--- config.mk ---
export PLATFORM = sky130hd
export DESIGN_NAME = event_blinker
export DESIGN_NICKNAME = d
export VERILOG_FILES = /design/src/rtl/event_blinker_pkg.sv /design/src/rtl/event_blinker_tick_gen.sv /design/src/rtl/event_blinker.sv
export SDC_FILE = /design/constraint.sdc
export NUM_CORES = 1
export LEC_CHECK = 0
export CAP_MARGIN = 30
export CORE_ASPECT_RATIO = 1.1
export CORE_UTILIZATION = 51
export CTS_CLUSTER_DIAMETER = 60
export DETAILED_ROUTE_END_ITERATION = 6
export PLACE_DENSITY = 0.73
export SLEW_MARGIN = 20
export SYNTH_ARGS = -nofsm -noshare
export SYNTH_HDL_FRONTEND = slang
export SYNTH_HIERARCHICAL = 1
export SYNTH_SLANG_ARGS = --single-unit
export TNS_END_PERCENT = 1
--- constraint.sdc ---
create_clock -name clk -period 2.35 [get_ports clk]
set_input_delay 0.47 -clock clk [delete_from_list [all_inputs] [get_ports clk]]
set_output_delay 0.47 -clock clk [all_outputs]
set_load 0.02 [all_outputs]
--- src/rtl/event_blinker_pkg.sv ---
// event_blinker_pkg: state encoding and default timing constants for event_blinker
package event_blinker_pkg;
   typedef enum logic [1:0] {
      ST_IDLE = 2'd0,
      ST_ON   = 2'd1,
      ST_GAP  = 2'd2
   } state_e;
   localparam int unsigned DEF_DIV       = 32'hFF;
   localparam int unsigned DEF_ON_TICKS  = 8;
   localparam int unsigned DEF_GAP_TICKS = 8;
endpackage

--- src/rtl/event_blinker_tick_gen.sv ---
// tick_gen: clock-enable prescaler, one tick every DIV+1 cycles
// Ports: clk, rst (sync, active-high), restart (same effect as rst), tick (high when count==DIV)
module tick_gen import event_blinker_pkg::*; #(
   parameter int unsigned DIV = DEF_DIV
) (
   input  logic clk,
   input  logic rst,
   input  logic restart,
   output logic tick
);
   logic [15:0] cnt_q, cnt_d;
   assign tick = cnt_q == 16'(DIV);
   always_comb cnt_d = (restart || tick) ? 16'd0 : cnt_q + 16'd1;
   always_ff @(posedge clk) begin
      if (rst) cnt_q <= 16'd0;
      else     cnt_q <= cnt_d;
   end
endmodule

--- src/rtl/event_blinker.sv ---
// event_blinker: renders single-cycle events as timed ON pulses each followed by an OFF gap
// Ports: clk, rst (sync, active-high), evt (event strobe), clr_ovf (clear sticky overflow),
//        out_level (LED/buzzer drive), busy (not idle), pending (queued events), overflow (event dropped)
module event_blinker import event_blinker_pkg::*; #(
   parameter int unsigned DIV       = DEF_DIV,
   parameter int unsigned ON_TICKS  = DEF_ON_TICKS,
   parameter int unsigned GAP_TICKS = DEF_GAP_TICKS,
   parameter int unsigned PEND_W    = 4
) (
   input  logic              clk,
   input  logic              rst,
   input  logic              evt,
   input  logic              clr_ovf,
   output logic              out_level,
   output logic              busy,
   output logic [PEND_W-1:0] pending,
   output logic              overflow
);
   state_e            state_q, state_d;
   logic [7:0]        tcnt_q, tcnt_d;
   logic [PEND_W-1:0] pend_q, pend_d;
   logic              ovf_q, ovf_d, out_q, out_d, busy_q, busy_d;
   logic              tick, restart, deq, full, drop, last_on, last_gap;

   // every state change restarts the prescaler so each phase is a whole number of ticks
   assign restart = state_d != state_q;

   tick_gen #(.DIV(DIV)) u_tick (
      .clk     (clk),
      .rst     (rst),
      .restart (restart),
      .tick    (tick)
   );

   assign deq      = state_q == ST_IDLE && pend_q != '0;
   assign full     = pend_q == '1;
   assign drop     = evt && !deq && full;
   assign last_on  = tick && tcnt_q == 8'(ON_TICKS - 1);
   assign last_gap = tick && tcnt_q == 8'(GAP_TICKS - 1);

   always_ff @(posedge clk) begin
      if (rst) begin
         state_q <= ST_IDLE;
         out_q   <= 1'b0;
         busy_q  <= 1'b0;
         tcnt_q  <= 8'd0;
         pend_q  <= '0;
         ovf_q   <= 1'b0;
      end else begin
         state_q <= state_d;
         out_q   <= out_d;
         busy_q  <= busy_d;
         tcnt_q  <= tcnt_d;
         pend_q  <= pend_d;
         ovf_q   <= ovf_d;
      end
   end

   // GAP always runs to completion before a queued event can start a new pulse
   always_comb begin
      state_d = (state_q == ST_IDLE && deq)      ? ST_ON   :
                (state_q == ST_ON   && last_on)  ? ST_GAP  :
                (state_q == ST_GAP  && last_gap) ? ST_IDLE :
                (state_q inside {ST_IDLE, ST_ON, ST_GAP}) ? state_q : ST_IDLE;
      tcnt_d  = restart ? 8'd0 : tick ? tcnt_q + 8'd1 : tcnt_q;
   end

   always_comb begin
      out_d  = state_d == ST_ON;
      busy_d = state_d != ST_IDLE;
   end

   // simultaneous enqueue and dequeue leaves the count unchanged; a full queue drops the event
   always_comb begin
      pend_d = (evt && !deq && !full) ? pend_q + 1'b1 :
               (deq && !evt)          ? pend_q - 1'b1 : pend_q;
      ovf_d  = drop ? 1'b1 : clr_ovf ? 1'b0 : ovf_q;
   end

   assign out_level = out_q;
   assign busy      = busy_q;
   assign pending   = pend_q;
   assign overflow  = ovf_q;
endmodule
==> results.toml <==
[global_route]
grt_usage_pct = 20.19
grt_max_degree = 12
grt_pass1_wl_mm = 5.216
grt-ovfl-total = 0
grt_pass1_vias = 1279
antenna_found_initial = 0

[finish]
drive_gt1_share_pct = 14.85
final_cell_mix = "32 x dfxtp_1, 22 x nor2_1, 17 x nor3_1"
layout_commonest_cell = "dfxtp_1"
antenna_cells = 0
utilization_pct = 65.79
area_growth_pct = 18.20
fin_cells = 235
nets = 212

[logic_synthesis]
synth_cell_types = 36
postSynthNetCount = 185
synth_top_cells_by_area = "dfxtp_1 42%, xnor2_1 8.3%, nor3_1 5.4%"
synth_top_area_share_pct = 41.61
synth_cells = 176
syn_area_per_cell_um2 = 9.021
yosys.area.top_type = "dfxtp_1"
yosysWarnings = 6
syn_area_um2 = 1588
ys_ff_latch = 33
ys.flop_type = "dfxtp_1"
synth.yosys.seq_area_share_pct = 41.61
async_flop_share_pct = 0
synth_enable_flop_cells = 0

[clock_tree]
root_buffer = "clkbuf_4"
hold_buffers = 0
clock_latency_ns = 0.33
cts_htree_levels = 2
cts_buffers = 5
cts_tree = "yes"
clock-sinks = 33
clk_path_buf_depth = 2
clk_pin_slew_ns = 0.10

[setup_path]
crit_type = "register to register"
cp_data_arrival_time_ns = 2.47
crit_required_ns = 2.57
cp_max_fo = 8
cp-end-kind = "register"
cp-start-kind = "register"

[detailed_routing]
via_per_inst = 5.809
ant_nets = 0
num_vias = 1365
wl_per_cell_um = 13.00
drt_iter0_drc = 39
drtPass1Iterations = 4
finalWirelength_mm = 3.056
drc = 0

[placement]
dp.cells = 227
place_congestion = 0.7781
port_buffers = 10
dpl.hpwl_mm = 2.296

[floorplanning]
boundaryPins = 11
core-area_um2 = 2853
die-area_um2 = 3341
die_w_um = 55.20
start_util_pct = 55.66
fp.dieH_um = 60.52
rows = 20

[timing]
slew_headroom_pct = 72.44
worst_slew_pin_slew_ns = 0.4122
max_freq_mhz = 443.6
period_needed_ns = 2.254
min_period_over_period_pct = 95.93
drv_slew = 0
tns_ns = 0
skew_ns = 0.01288
setup_viol = 0
hold_violations = 0

[power_and_ir_drop]
p_per_area_nw_per_um2 = 915.5
power.leakage_nw = 0.6400
power_w = 0.001718
peakVddDrop_v = 0.0008431

[min_path]
hold_class = "register to register"

[outcome]
status = "finished clean"

[flow_run]
drv_cap = 0
-- state kept, by name, indices dropped and copies added, names as in the netlist --
name,cells
state_q,2
out_level,1
pending,4
u_tick/cnt_q,16
busy,1
overflow,1
tcnt_q,8
-- worst max-delay path: stages (launching register included) --
cell and delay, ns:
dfxtp_1 0.32, or4_4 0.54, nor4_4 0.32, nand3_2 0.13, or3_4 0.36, a22oi_4 0.16
or3_4 0.16, buf_6 0.12, nor2_1 0.05
-- per-stage QoR --
stage,cell area [µm²],setup WS [ns],hold slack (ns)
floorplan,1598,-0.1641,0.4375
global placement,1794,0.08522,0.4551
detailed placement,1794,0.01881,0.4635
CTS,1846,0.01162,0.4803
global route,1877,-0.0005906,0.5143
finish,1877,0.09571,0.4737
-- what timing repair did --
| item | 4_1_cts | 5_1_grt |
|---|---|---|
| buffers inserted | 0 | 2 |
| gates cloned | 0 | 0 |
| pin swaps | 0 | 2 |
| resized for setup | 1 | 4 |
| endpoints found under the setup margin | 4 | 16 |
-- where the power goes --
group | leakage (nW) | internal (W) | switching [W] | total [W]
combinational | 0.345 | 0.000341 | 0.000380 | 0.000721
clock | 0.0269 | 0.000104 | 0.000174 | 0.000278
sequential | 0.269 | 0.000627 | 0.0000931 | 0.000720
-- area by class of cell --
class                           count  area (µm²)
Fill cell                         244       975.9
Tap cell                           33       41.29
Clock inverter                      1       5.005
Inverter                            7       26.28
Clock buffer                        5       37.54
Multi-Input combinational cell    130       877.1
Sequential cell                    33       661.9
Timing Repair Buffer               26       227.7
-- cell families after synthesis --
group / after synthesis / share of synthesized area [%]
AOI/OAI and AO/OA: 17 / 7.723
xor gates and xnor gates: 23 / 12.69
adders and majority gates: 5 / 4.413
buffers and inverters: 13 / 4.571
DFF: 33 / 41.61
muxes: 2 / 1.261
and+or+nand+nor: 83 / 27.74
-- Yosys cell counts, types with 2 or more instances --
library cell	count
dfxtp_1	33
nor2_1	22
nor3_1	17
nand2b_1	2
ha_1	4
clkbuf_1	4
a21oi_1	7
mux2i_1	2
nor4_1	4
inv_1	7
xnor2_1	15
nand4_1	8
a211oi_1	2
nand3_1	11
o21ai_0	2
nand2_1	6
nand3b_1	2
or4_1	3
xor2_1	8
-- final timing paths --
path / startpoint / end / slack [ns] / depth (start not counted)
worst min-delay path: overflow / overflow / 0.47 / 2
worst min register to register: overflow / overflow / 0.47 / 2
worst max-delay path: u_tick/cnt_q[11] / u_tick/cnt_q[15] / 0.1 / 8
worst max register to register: u_tick/cnt_q[11] / u_tick/cnt_q[15] / 0.1 / 8
-- metal layers --
layer / track usage [%] / share of wire [%]
met5: 0 / 0
met1: 20.16 / 42
met4: 7.500 / 0.59
met2: 39.59 / 53
met3: 6.823 / 4.9
No activity file was read; power rests on OpenSTA's default activity.
